===== src/rtl/alu_resp_packer_pkg.sv =====
// Shared opcodes, header size and response FSM state type for the ALU response packer.
package alu_resp_packer_pkg;

    localparam logic [7:0] OP_ECHO = 8'hEC;
    localparam logic [7:0] OP_ADD  = 8'hAD;
    localparam logic [7:0] OP_MUL  = 8'hAC;
    localparam logic [7:0] OP_DIV  = 8'hD1;

    localparam int unsigned RESP_HDR_BYTES = 4;

    typedef enum logic [1:0] {
        RESP_IDLE,
        RESP_HDR,
        RESP_PAYLOAD,
        RESP_CSUM
    } resp_state_e;

    // Payload bytes carried for a given opcode; unknown opcodes send a bare header.
    function automatic logic [3:0] payload_bytes(input logic [7:0] op);
        case (op)
            OP_ADD, OP_DIV, OP_ECHO: payload_bytes = 4'd4;
            OP_MUL:                  payload_bytes = 4'd8;
            default:                 payload_bytes = 4'd0;
        endcase
    endfunction

endpackage


===== src/rtl/alu_resp_packer_byte_mux.sv =====
// resp_byte_mux: selects the outgoing response byte from the captured packet fields.
module resp_byte_mux
    import alu_resp_packer_pkg::*;
#(
    parameter int unsigned RESULT_W  = 64,
    parameter logic [7:0]  RSVD_BYTE = 8'h00
) (
    input  logic [1:0]          state_i,
    input  logic [1:0]          hdr_idx_i,
    input  logic [2:0]          pay_idx_i,
    input  logic [7:0]          opcode_i,
    input  logic [15:0]         len_i,
    input  logic [RESULT_W-1:0] result_i,
    input  logic [7:0]          csum_i,
    output logic [7:0]          tx_data_o
);

    always_comb begin
        tx_data_o = '0;
        case (resp_state_e'(state_i))
            RESP_HDR: begin
                case (hdr_idx_i)
                    2'd0:    tx_data_o = opcode_i;
                    2'd1:    tx_data_o = RSVD_BYTE;
                    2'd2:    tx_data_o = len_i[7:0];
                    default: tx_data_o = len_i[15:8];
                endcase
            end
            // Payload goes out little-endian: index 0 is result[7:0].
            RESP_PAYLOAD: tx_data_o = result_i[{pay_idx_i, 3'b000} +: 8];
            RESP_CSUM:    tx_data_o = csum_i;
            default:      tx_data_o = '0;
        endcase
    end

endmodule


===== src/rtl/alu_resp_packer.sv =====
// alu_resp_packer: frames one ALU result as [opcode][rsvd][len LE][payload LE] toward UART TX.
// Define ALU_RESP_CHECKSUM_EN to append an XOR trailer byte over the whole packet.
module alu_resp_packer
    import alu_resp_packer_pkg::*;
#(
    parameter int unsigned RESULT_W  = 64,
    parameter logic [7:0]  RSVD_BYTE = 8'h00
) (
    input  logic                clk,
    input  logic                rst_n,
    input  logic                result_valid_i,
    output logic                result_ready_o,
    input  logic [7:0]          opcode_i,
    input  logic [RESULT_W-1:0] result_i,
    output logic [7:0]          tx_data_o,
    output logic                tx_valid_o,
    input  logic                tx_ready_i,
    output logic                busy_o
);

`ifdef ALU_RESP_CHECKSUM_EN
    localparam logic [15:0] TRAILER_BYTES = 16'd1;
    localparam resp_state_e AFTER_DATA    = RESP_CSUM;
`else
    localparam logic [15:0] TRAILER_BYTES = 16'd0;
    localparam resp_state_e AFTER_DATA    = RESP_IDLE;
`endif

    resp_state_e         state_q, state_d;
    logic [1:0]          hdr_idx_q, hdr_idx_d;
    logic [2:0]          pay_idx_q, pay_idx_d;
    logic [3:0]          plen_q, plen_d;
    logic [7:0]          opcode_q, opcode_d;
    logic [RESULT_W-1:0] result_q, result_d;
    logic [7:0]          csum_q;
    logic [15:0]         len_w;
    logic                accept;
    logic                xfer;
    logic                pay_last;

`ifdef ALU_RESP_CHECKSUM_EN
    logic [7:0] csum_d;
`else
    assign csum_q = '0;
`endif

    assign len_w    = 16'(RESP_HDR_BYTES) + {12'd0, plen_q} + TRAILER_BYTES;
    assign accept   = (state_q == RESP_IDLE) && result_valid_i;
    assign xfer     = (state_q != RESP_IDLE) && tx_ready_i;
    // Compared against the captured length so a changing opcode_i cannot shorten the packet.
    assign pay_last = (pay_idx_q == 3'(plen_q - 4'd1));

    always_ff @(posedge clk) begin
        if (!rst_n) begin
            state_q   <= RESP_IDLE;
            hdr_idx_q <= '0;
            pay_idx_q <= '0;
            plen_q    <= '0;
            opcode_q  <= '0;
            result_q  <= '0;
        end else begin
            state_q   <= state_d;
            hdr_idx_q <= hdr_idx_d;
            pay_idx_q <= pay_idx_d;
            plen_q    <= plen_d;
            opcode_q  <= opcode_d;
            result_q  <= result_d;
        end
    end

`ifdef ALU_RESP_CHECKSUM_EN
    always_ff @(posedge clk) begin
        if (!rst_n) begin
            csum_q <= '0;
        end else begin
            csum_q <= csum_d;
        end
    end

    always_comb begin
        csum_d = csum_q;
        if (accept) begin
            csum_d = '0;
        end else if (xfer && (state_q != RESP_CSUM)) begin
            csum_d = csum_q ^ tx_data_o;
        end
    end
`endif

    always_comb begin
        state_d   = state_q;
        hdr_idx_d = hdr_idx_q;
        pay_idx_d = pay_idx_q;
        plen_d    = plen_q;
        opcode_d  = opcode_q;
        result_d  = result_q;
        case (state_q)
            RESP_IDLE: begin
                if (accept) begin
                    state_d   = RESP_HDR;
                    hdr_idx_d = '0;
                    pay_idx_d = '0;
                    plen_d    = payload_bytes(opcode_i);
                    opcode_d  = opcode_i;
                    result_d  = result_i;
                end
            end
            RESP_HDR: begin
                if (xfer) begin
                    if (hdr_idx_q == 2'd3) begin
                        state_d = (plen_q != 4'd0) ? RESP_PAYLOAD : AFTER_DATA;
                    end else begin
                        hdr_idx_d = hdr_idx_q + 2'd1;
                    end
                end
            end
            RESP_PAYLOAD: begin
                if (xfer) begin
                    if (pay_last) begin
                        state_d = AFTER_DATA;
                    end else begin
                        pay_idx_d = pay_idx_q + 3'd1;
                    end
                end
            end
`ifdef ALU_RESP_CHECKSUM_EN
            RESP_CSUM: begin
                if (xfer) begin
                    state_d = RESP_IDLE;
                end
            end
`endif
            default: state_d = RESP_IDLE;
        endcase
    end

    always_comb begin
        tx_valid_o     = (state_q != RESP_IDLE);
        busy_o         = (state_q != RESP_IDLE);
        result_ready_o = (state_q == RESP_IDLE);
    end

    resp_byte_mux #(
        .RESULT_W  (RESULT_W),
        .RSVD_BYTE (RSVD_BYTE)
    ) u_byte_mux (
        .state_i   (state_q),
        .hdr_idx_i (hdr_idx_q),
        .pay_idx_i (pay_idx_q),
        .opcode_i  (opcode_q),
        .len_i     (len_w),
        .result_i  (result_q),
        .csum_i    (csum_q),
        .tx_data_o (tx_data_o)
    );

endmodule

===== config.mk =====
export PLATFORM = sky130hd
export DESIGN_NAME = alu_resp_packer
export DESIGN_NICKNAME = d
export VERILOG_FILES = /design/src/rtl/alu_resp_packer_pkg.sv /design/src/rtl/alu_resp_packer_byte_mux.sv /design/src/rtl/alu_resp_packer.sv
export SDC_FILE = /design/constraint.sdc
export NUM_CORES = 1
export LEC_CHECK = 0
export BUFFER_PORTS_ARGS = -buffer_cell sky130_fd_sc_hd__buf_2
export CORE_MARGIN = 1.5
export CORE_UTILIZATION = 54
export DETAILED_ROUTE_END_ITERATION = 7
export PLACE_DENSITY_LB_ADDON = 0.2
export SLEW_MARGIN = 15
export SYNTH_ARGS = -nofsm -noshare
export SYNTH_HDL_FRONTEND = slang
export SYNTH_SLANG_ARGS = --single-unit

===== constraint.sdc =====
create_clock -name clk -period 2.05 [get_ports clk]
set_input_delay 0 -clock clk [delete_from_list [all_inputs] [get_ports clk]]
set_output_delay 0 -clock clk [all_outputs]
set_load 0.05 [all_outputs]

======== After elaboration in Yosys (flattened, before gate mapping) ========
Cells that the tools add are included.
W data, S select, Z words.
operators by class
  muxes and demuxes ....................... 18
  eq/ne operators ......................... 17
  reductions and logical operators ........ 13
  add/subtract/negate cells ............... 4
  shift operators ......................... 1
operator list
  cell                   count
  $shiftx A64 B7 Y8      1
  $eq A8 B8 Y1 const B   4
  $pmux W8 S3            1
  $mux W2                9
  $pmux W8 S2            1
  $ne A2 B2 Y1 const B   6
  $mux W3                3
  $pmux W4 S2            1
  $reduce_and A4 Y1      2
  $eq A2 B2 Y1 const B   3
  $pmux W2 S3            1
  $pmux W3 S2            1
  $reduce_bool A2 Y1     3
  $add A3 B4 Y5 const A  1
  $reduce_and A5 Y1      1
  $eq A2 B1 Y1 const B   2
  $logic_not A2 Y1       2
  $pmux W2 S2            1
  $reduce_bool A4 Y1     1
  $add A3 B1 Y3 const B  1
  $eq A3 B3 Y1           1
  $reduce_or A3 Y1       1
  $sub A3 B1 Y3 const B  1
  $add A2 B1 Y2 const B  1
  3 further kinds        4
storage, ports and cells
  output and inout bits ................... 11
  logic and storage cells ................. 59
  bits in registers ....................... 83
  input bits .............................. 76

======== Depth between registers and ports, before layout ========
Gate-level depths: netlist of run 1.
  depth after elaboration ................. 5
  mapped depth ............................ 7
  mapped depth without buffers ............ 6

======== Modules after synthesis ========
Synthesis of run 1 repeated with hierarchy kept, for this count alone.
second synthesis, totals
  cell total of the unflattened synthesis .. 456
  area total of the unflattened synthesis .. 4113.9 sq um
modules (own cells, without submodules)
  module           cells each  sequential area each (sq um)  area each (sq um)  instances
  alu_resp_packer  389         1621.6                        3319.4             1
  resp_byte_mux    67          0.0                           794.5              1

======== Worst setup path before layout of run 1 ========
OpenSTA, ideal clock, no wires.
  kind .................................... reg-to-output
  from .................................... register pay_idx_q[0]
  to ...................................... output port tx_data_o[1]
  buffers on the path ..................... 2
  data arrival time ....................... 2.076 ns
  data required time ...................... 2.050 ns
  setup slack ............................. -0.026 ns
  stages on the path, launching flop included .. 7
  path through ............................ dfxtp_1 > buf_6 > buf_12 > mux2i_1 > nand3_1 > o2111ai_1 > a21boi_0
on the way
  word-level cells in the longest chain between the ends .. 2
RTL lines
  what                    line                            RTL
  from (decl)             alu_resp_packer.sv:31           logic [2:0] pay_idx_q, pay_idx_d;
  from (signal assigned)  alu_resp_packer.sv:64           pay_idx_q <= pay_idx_d;
  $shiftx A64 B7 Y8       alu_resp_packer_byte_mux.sv:30  RESP_PAYLOAD: tx_data_o = result_i[{pay_idx_i, 3'b000} +: 8];
  $pmux W8 S2             alu_resp_packer_byte_mux.sv:20  case (resp_state_e'(state_i))
  to (decl)               alu_resp_packer.sv:15           output logic [7:0] tx_data_o,
Every way passes these cells.

======== Worst setup path after layout of run 1 ========
  from .................................... register pay_idx_q[0]
  to ...................................... output port tx_data_o[2]
The elaborated chain is that of the path after synthesis.

==> flow_summary.toml, run 1 <==
[status]
status = "finished clean"

[synth]
ys_top_cells_by_count = "nand2_1, dfxtp_1, a21boi_0"
yosysMostFrequentCell = "nand2_1"
yosysTopAreaCell = "dfxtp_1"
yosysTopAreaCellShare = 0.406
syn_inst = 467
synth_edf_count = 0
synth_top_flop_cell = "dfxtp_1"
synth_seq_area_share = 0.406
syn_area_um2 = 4000
synth_nets = 552
synth_warnings = 0
yosys.cell_types.count = 44
synthTopCellsByArea = "dfxtp_1, nand2_1, a21boi_0, mux2i_1, mux4_2"
synth-seq-cells = 81
synth-async-reset-ratio = 0
syn_avg_cell_area_um2 = 8.56

[sta]
whs_ns = 0.113
setup_tns_ns = 0
min_period_ns = 1.99
relSlewSlack = 0.595
min_period_over_period = 0.969
finClkSkew_ns = 0.00547
drv_slew = 0
tightest_slew_ns = 0.607
setup_viol = 0
finalHoldViolCount = 0
clock.fmax_mhz = 504

[layout]
seq_area_um2 = 1630
area_growth_pct = 38.8
fin_nets = 700
drive_above_1_share = 0.221
antennaDiodeCount = 0
fillers = 512
postLayoutCellArea_um2 = 5550
multi_input_area_um2 = 2190
stdcell_count = 719

[critical_path]
cp.required_ns = 2.05
cp_max_fo = 14
cp_num_buf_inv = 2
crit_type = "reg2out"
critPathMaxStageDelay_ns = 0.38
crit_arrival_ns = 1.99
crit_family = "compound AO/OA/AOI/OAI gates"
cp_slowest_cell = "dfxtp_2"
path_cells = "buf_12 > mux2_2 > o21ai_0 > a311oi_2 > o21a_1 > clkbuf_4"
start_kind = "flip-flop"
cp-end-kind = "primary output"

[detailed_routing]
vias = 3779
wl_per_cell_um = 14.5
first_pass_iters = 4
drtAntennaViolNets = 0
drt-initial-drc-count = 176
viasPerCell = 5.26
drcViolationCount = 0
wl_um = 10400

[placed_design]
port_buffers = 86
place_area_um2 = 4490
place_congestion = 0.871
post-dp-hpwl_um = 6640
dp_cells = 627

[clocking]
cts_tree = "yes"
htree_levels = 3
cts_buffers = 9
clock_latency_ns = 0.35
cts_root_buf = "clkbuf_8"
clkSlewWorstSetupHoldPaths_ns = 0.08
clock_path_buffers = 2
clock-sinks = 81

[global_routing]
grt_first_pass_wirelength_um = 16100
grt_overflow = 0
grt_max_degree = 75
grt_pass1_vias = 3482
antenna_found_initial = 0
grt_use_total = 0.267

[floorplan]
initial_core_util = 0.554
fp.dieArea_um2 = 7930
ios = 87
fp.dieH_um = 89.0
fp-row-count = 31
core_area_um2 = 7210
die_w_um = 89.0

[min_path]
min_path_type = "in2reg"

[flow_run]
cap_violations = 0

[pwr]
vdd_drop_max_uv = 423
leakage_nw = 2.21
power.density_nw_per_um2 = 811
[timing repair]
action / in CTS / in global routing
cloned: 1 / 0
pin swaps: 0 / 0
buffers inserted: 0 / 3
hold endpoints to repair: 73 / 0
endpoints found under the setup margin: 6 / 4
hold buffers: 72 / 0
gates resized for setup: 7 / 7
[metal layers]
layer	vias to the layer above	global-route usage	part of all wire
li1	1885	-	-
met1	1788	0.340	0.45
met2	85	0.461	0.49
met3	21	0.0517	0.031
met4	0	0.0811	0.023
met5	-	0	0
[worst paths after layout]
path,start,end,slack [ns],depth (start not counted)
worst max-delay path,pay_idx_q[0],tx_data_o[2],0.06,6
worst min-delay path,tx_ready_i,hdr_idx_q[0],0.11,4
worst max register to register,state_q[0],result_q[5],0.17,6
worst min register to register,result_q[17],result_q[17],0.46,2
[tightest hold or removal path, cell delays in order]
cell and delay [ns]:
buf_2 0.11, and4_1 0.18, a21oi_1 0.04, nor2b_1 0.09
[cells by family after synthesis]
family / synth area share
AO/OA/AOI/OAI: 0.206
flip-flops: 0.406
multiplexers: 0.0923
AND/OR/NAND/NOR: 0.209
XOR/XNOR: 0.00219
buffers and inverters: 0.0566
adder cells (fa/ha/maj): 0.0282
[area by class of cell]
| type | instances | share of cell area |
|---|---|---|
| clock buffer | 12 | 0.0280 |
| sequential | 81 | 0.293 |
| multi-input combinational | 342 | 0.395 |
| inverter | 9 | 0.00609 |
| tap | 99 | 0.0223 |
| timing repair buffer | 172 | 0.241 |
| clock inverter | 4 | 0.0135 |
[power breakdown]
part	leakage (nW)	switching, mW	total, mW	internal [mW]
Sequential	0.666	0.122	1.90	1.78
Combinational	1.43	0.756	1.27	0.518
Clock	0.109	0.571	1.32	0.753
[placed cells by master (no fill, tap or decap), types with 2 or more instances in the layout]
cell type,instances
o2111ai_2,4
inv_1,9
dlygate4sd3_1,72
nor2_1,10
clkinvlp_4,2
a221oi_2,2
clkbuf_4,2
nor2b_1,9
bufinv_16,2
a211o_1,3
dfxtp_1,78
mux2i_1,17
a21boi_0,72
a21boi_1,5
buf_4,10
o31ai_1,2
nand2_1,152
a22oi_1,4
nand4b_1,2
mux4_2,6
nand2b_1,2
and3_1,3
mux4_1,2
a22o_1,2
buf_2,83
dfxtp_2,2
o21ai_0,5
o211ai_1,2
a31oi_1,2
nand3_1,9
ha_1,8
buf_12,4
clkbuf_8,11
and2_1,2
[registers in the layout, summed over array words and instances (netlist names)]
register and count:
plen_q 2, hdr_idx_q 2, state_q 2, opcode_q 8
pay_idx_q 3, result_q 64
[per-stage QoR]
| step | util | power (mW) | worst slack, ns |
|---|---|---|---|
| 2_1_floorplan | - | 2.75 | 0.207 |
| 3_3_place_gp | 0.622 | 3.04 | 0.300 |
| 3_5_place_dp | 0.622 | 3.08 | 0.245 |
| 4_1_cts | 0.762 | 4.50 | 0.00432 |
| 5_1_grt | 0.769 | 4.74 | -0.00559 |
| 6_report | 0.769 | 4.50 | 0.0643 |
Power figures use the tool's default switching activity.
==> run 2: changes to the inputs <==
--- a/config.mk
+++ b/config.mk
@@ -9,7 +9,7 @@
 export CORE_MARGIN = 1.5
 export CORE_UTILIZATION = 54
 export DETAILED_ROUTE_END_ITERATION = 7
-export PLACE_DENSITY_LB_ADDON = 0.2
+export PLACE_DENSITY = 0.79
 export SLEW_MARGIN = 15
 export SYNTH_ARGS = -nofsm -noshare
 export SYNTH_HDL_FRONTEND = slang
==> run 2 against run 1 <==
Compared with the run above: clock power down 6%; final area down 1.7%; combinational power about the same; worst setup slack worse by 0.032 ns; maximum frequency down 1.6%; critical path type unchanged; largest cell class unchanged; highest routed layer unchanged.
==> flow_summary.toml, run 2 (synthesis gave the netlist of run 1 again) <==
[status]
status = "finished clean"

[critical_path]
start_kind = "flip-flop"
cp_max_fo = 12
cp-end-kind = "primary output"
cp.required_ns = 2.05
rr_worst_depth = 6
crit_type = "reg2out"
crit_arrival_ns = 2.02

[detailed_routing]
drcViolationCount = 0
vias = 3800
wl_um = 10900
viasPerCell = 5.31
wl_per_cell_um = 15.2
first_pass_iters = 6
drt-initial-drc-count = 294
drtAntennaViolNets = 0

[min_path]
holdPathStages = 4
min_path_type = "in2reg"

[floorplan]
ios = 87
fp.dieArea_um2 = 7930
initial_core_util = 0.554
fp-row-count = 31
die_w_um = 89.0
core_area_um2 = 7210
fp.dieH_um = 89.0

[global_routing]
grt_use_total = 0.282
grt_max_degree = 57
grt_pass1_vias = 3560
grt_overflow = 0
grt_first_pass_wirelength_um = 16900
antenna_found_initial = 0

[layout]
reg_top3 = "result_q: 64 flops, opcode_q: 8 flops, pay_idx_q: 3 flops"
top_register = "result_q"
area_growth_pct = 36.5
antennaDiodeCount = 0
drive_above_1_share = 0.211
final_common_cell = "nand2_1"
largest_reg_flops = 64
most-common-layout-cells = "nand2_1, buf_2, dfxtp_1"
postLayoutCellArea_um2 = 5460
fillers = 504
fin_nets = 696

[placed_design]
place_congestion = 0.860
port_buffers = 86
post-dp-hpwl_um = 6770
place_area_um2 = 4480

[clocking]
clock_path_buffers = 2
clkSlewWorstSetupHoldPaths_ns = 0.08
cts_buffers = 9
cts_tree = "yes"
cts_root_buf = "clkbuf_8"
cts_setup_buffers = 0
clock_latency_ns = 0.36
clock-sinks = 81
htree_levels = 3

[pwr]
leakage_nw = 2.17
vdd_drop_max_uv = 417
power.density_nw_per_um2 = 813

[sta]
min_period_ns = 2.02
tightest_slew_ns = 0.455
relSlewSlack = 0.696
setup_viol = 0
finalHoldViolCount = 0
rsz0062_at_grt = "yes"
setup_tns_ns = 0
min_period_over_period = 0.984
finClkSkew_ns = 0.0112
clock.fmax_mhz = 496
drv_slew = 0

[flow_run]
cap_violations = 0
-- run 2: changes by cell type in the layout (fill, tap and decap cells not counted), sizes merged --
cell,delta
inv,+1
clkinv,+1
bufbuf,-1
buf,-2
clkbuf,-2
bufinv,-1
-- run 2: critical path: stages (launching register included) --
cell      delay, ns
dfxtp_1        0.33
inv_1          0.08
ha_1           0.19
buf_4          0.20
o21ai_0        0.10
a311oi_1       0.38
o21a_1         0.16
clkbuf_4       0.22
-- run 2: path summary, 6_finish.rpt --
check / startpoint / to / slack, ns
worst max register to register: state_q[0] / result_q[38] / 0.37
worst max-delay path: state_q[0] / tx_data_o[2] / 0.03
worst min register to register: result_q[19] / result_q[19] / 0.46
worst min-delay path: tx_ready_i / hdr_idx_q[0] / 0.1
-- run 2: cell type report --
cell class	count	area (µm²)	share of cell area
multi-input cells	342	2180	0.400
flip-flops and latches	81	1630	0.298
repair buffers	168	1280	0.234
clock buffers	11	151	0.0278
well taps	99	124	0.0227
clock inverters	5	62.6	0.0115
inverters	9	33.8	0.00619
-- run 2: stage by stage --
step	setup WS (ns)	std cells	hold WS, ns	util	power [mW]
3_5_place_dp	0.339	627	0.259	0.620	3.08
5_1_grt	-0.0444	715	0.126	0.756	4.66
6_report	0.0320	715	0.0992	0.756	4.43
4_1_cts	-0.00329	715	0.0926	0.752	4.41
2_1_floorplan	0.207	467	0.145	-	2.75
3_3_place_gp	0.361	627	0.250	0.620	3.05
-- run 2: repair_timing --
action,CTS,global route
endpoints found under the hold margin,73,0
setup endpoints to repair,6,7
hold buffers,72,0
pin swaps,0,1
gates cloned,0,0
resized for setup,4,9
-- run 2: layer usage --
| layer | track usage | up-vias | share of wire | wire length, µm |
|---|---|---|---|---|
| li1 | - | 1873 | - | - |
| met1 | 0.356 | 1802 | 0.43 | 4670 |
| met2 | 0.483 | 110 | 0.51 | 5590 |
| met3 | 0.0582 | 15 | 0.040 | 433 |
| met4 | 0.0965 | 0 | 0.017 | 181 |
| met5 | 0 | - | 0 | 0 |
-- run 2: power by group --
group	switching (mW)	internal, mW	leakage (nW)
sequential	0.132	1.78	0.666
combinational	0.761	0.524	1.40
clock	0.602	0.636	0.102
total	1.49	2.94	2.17
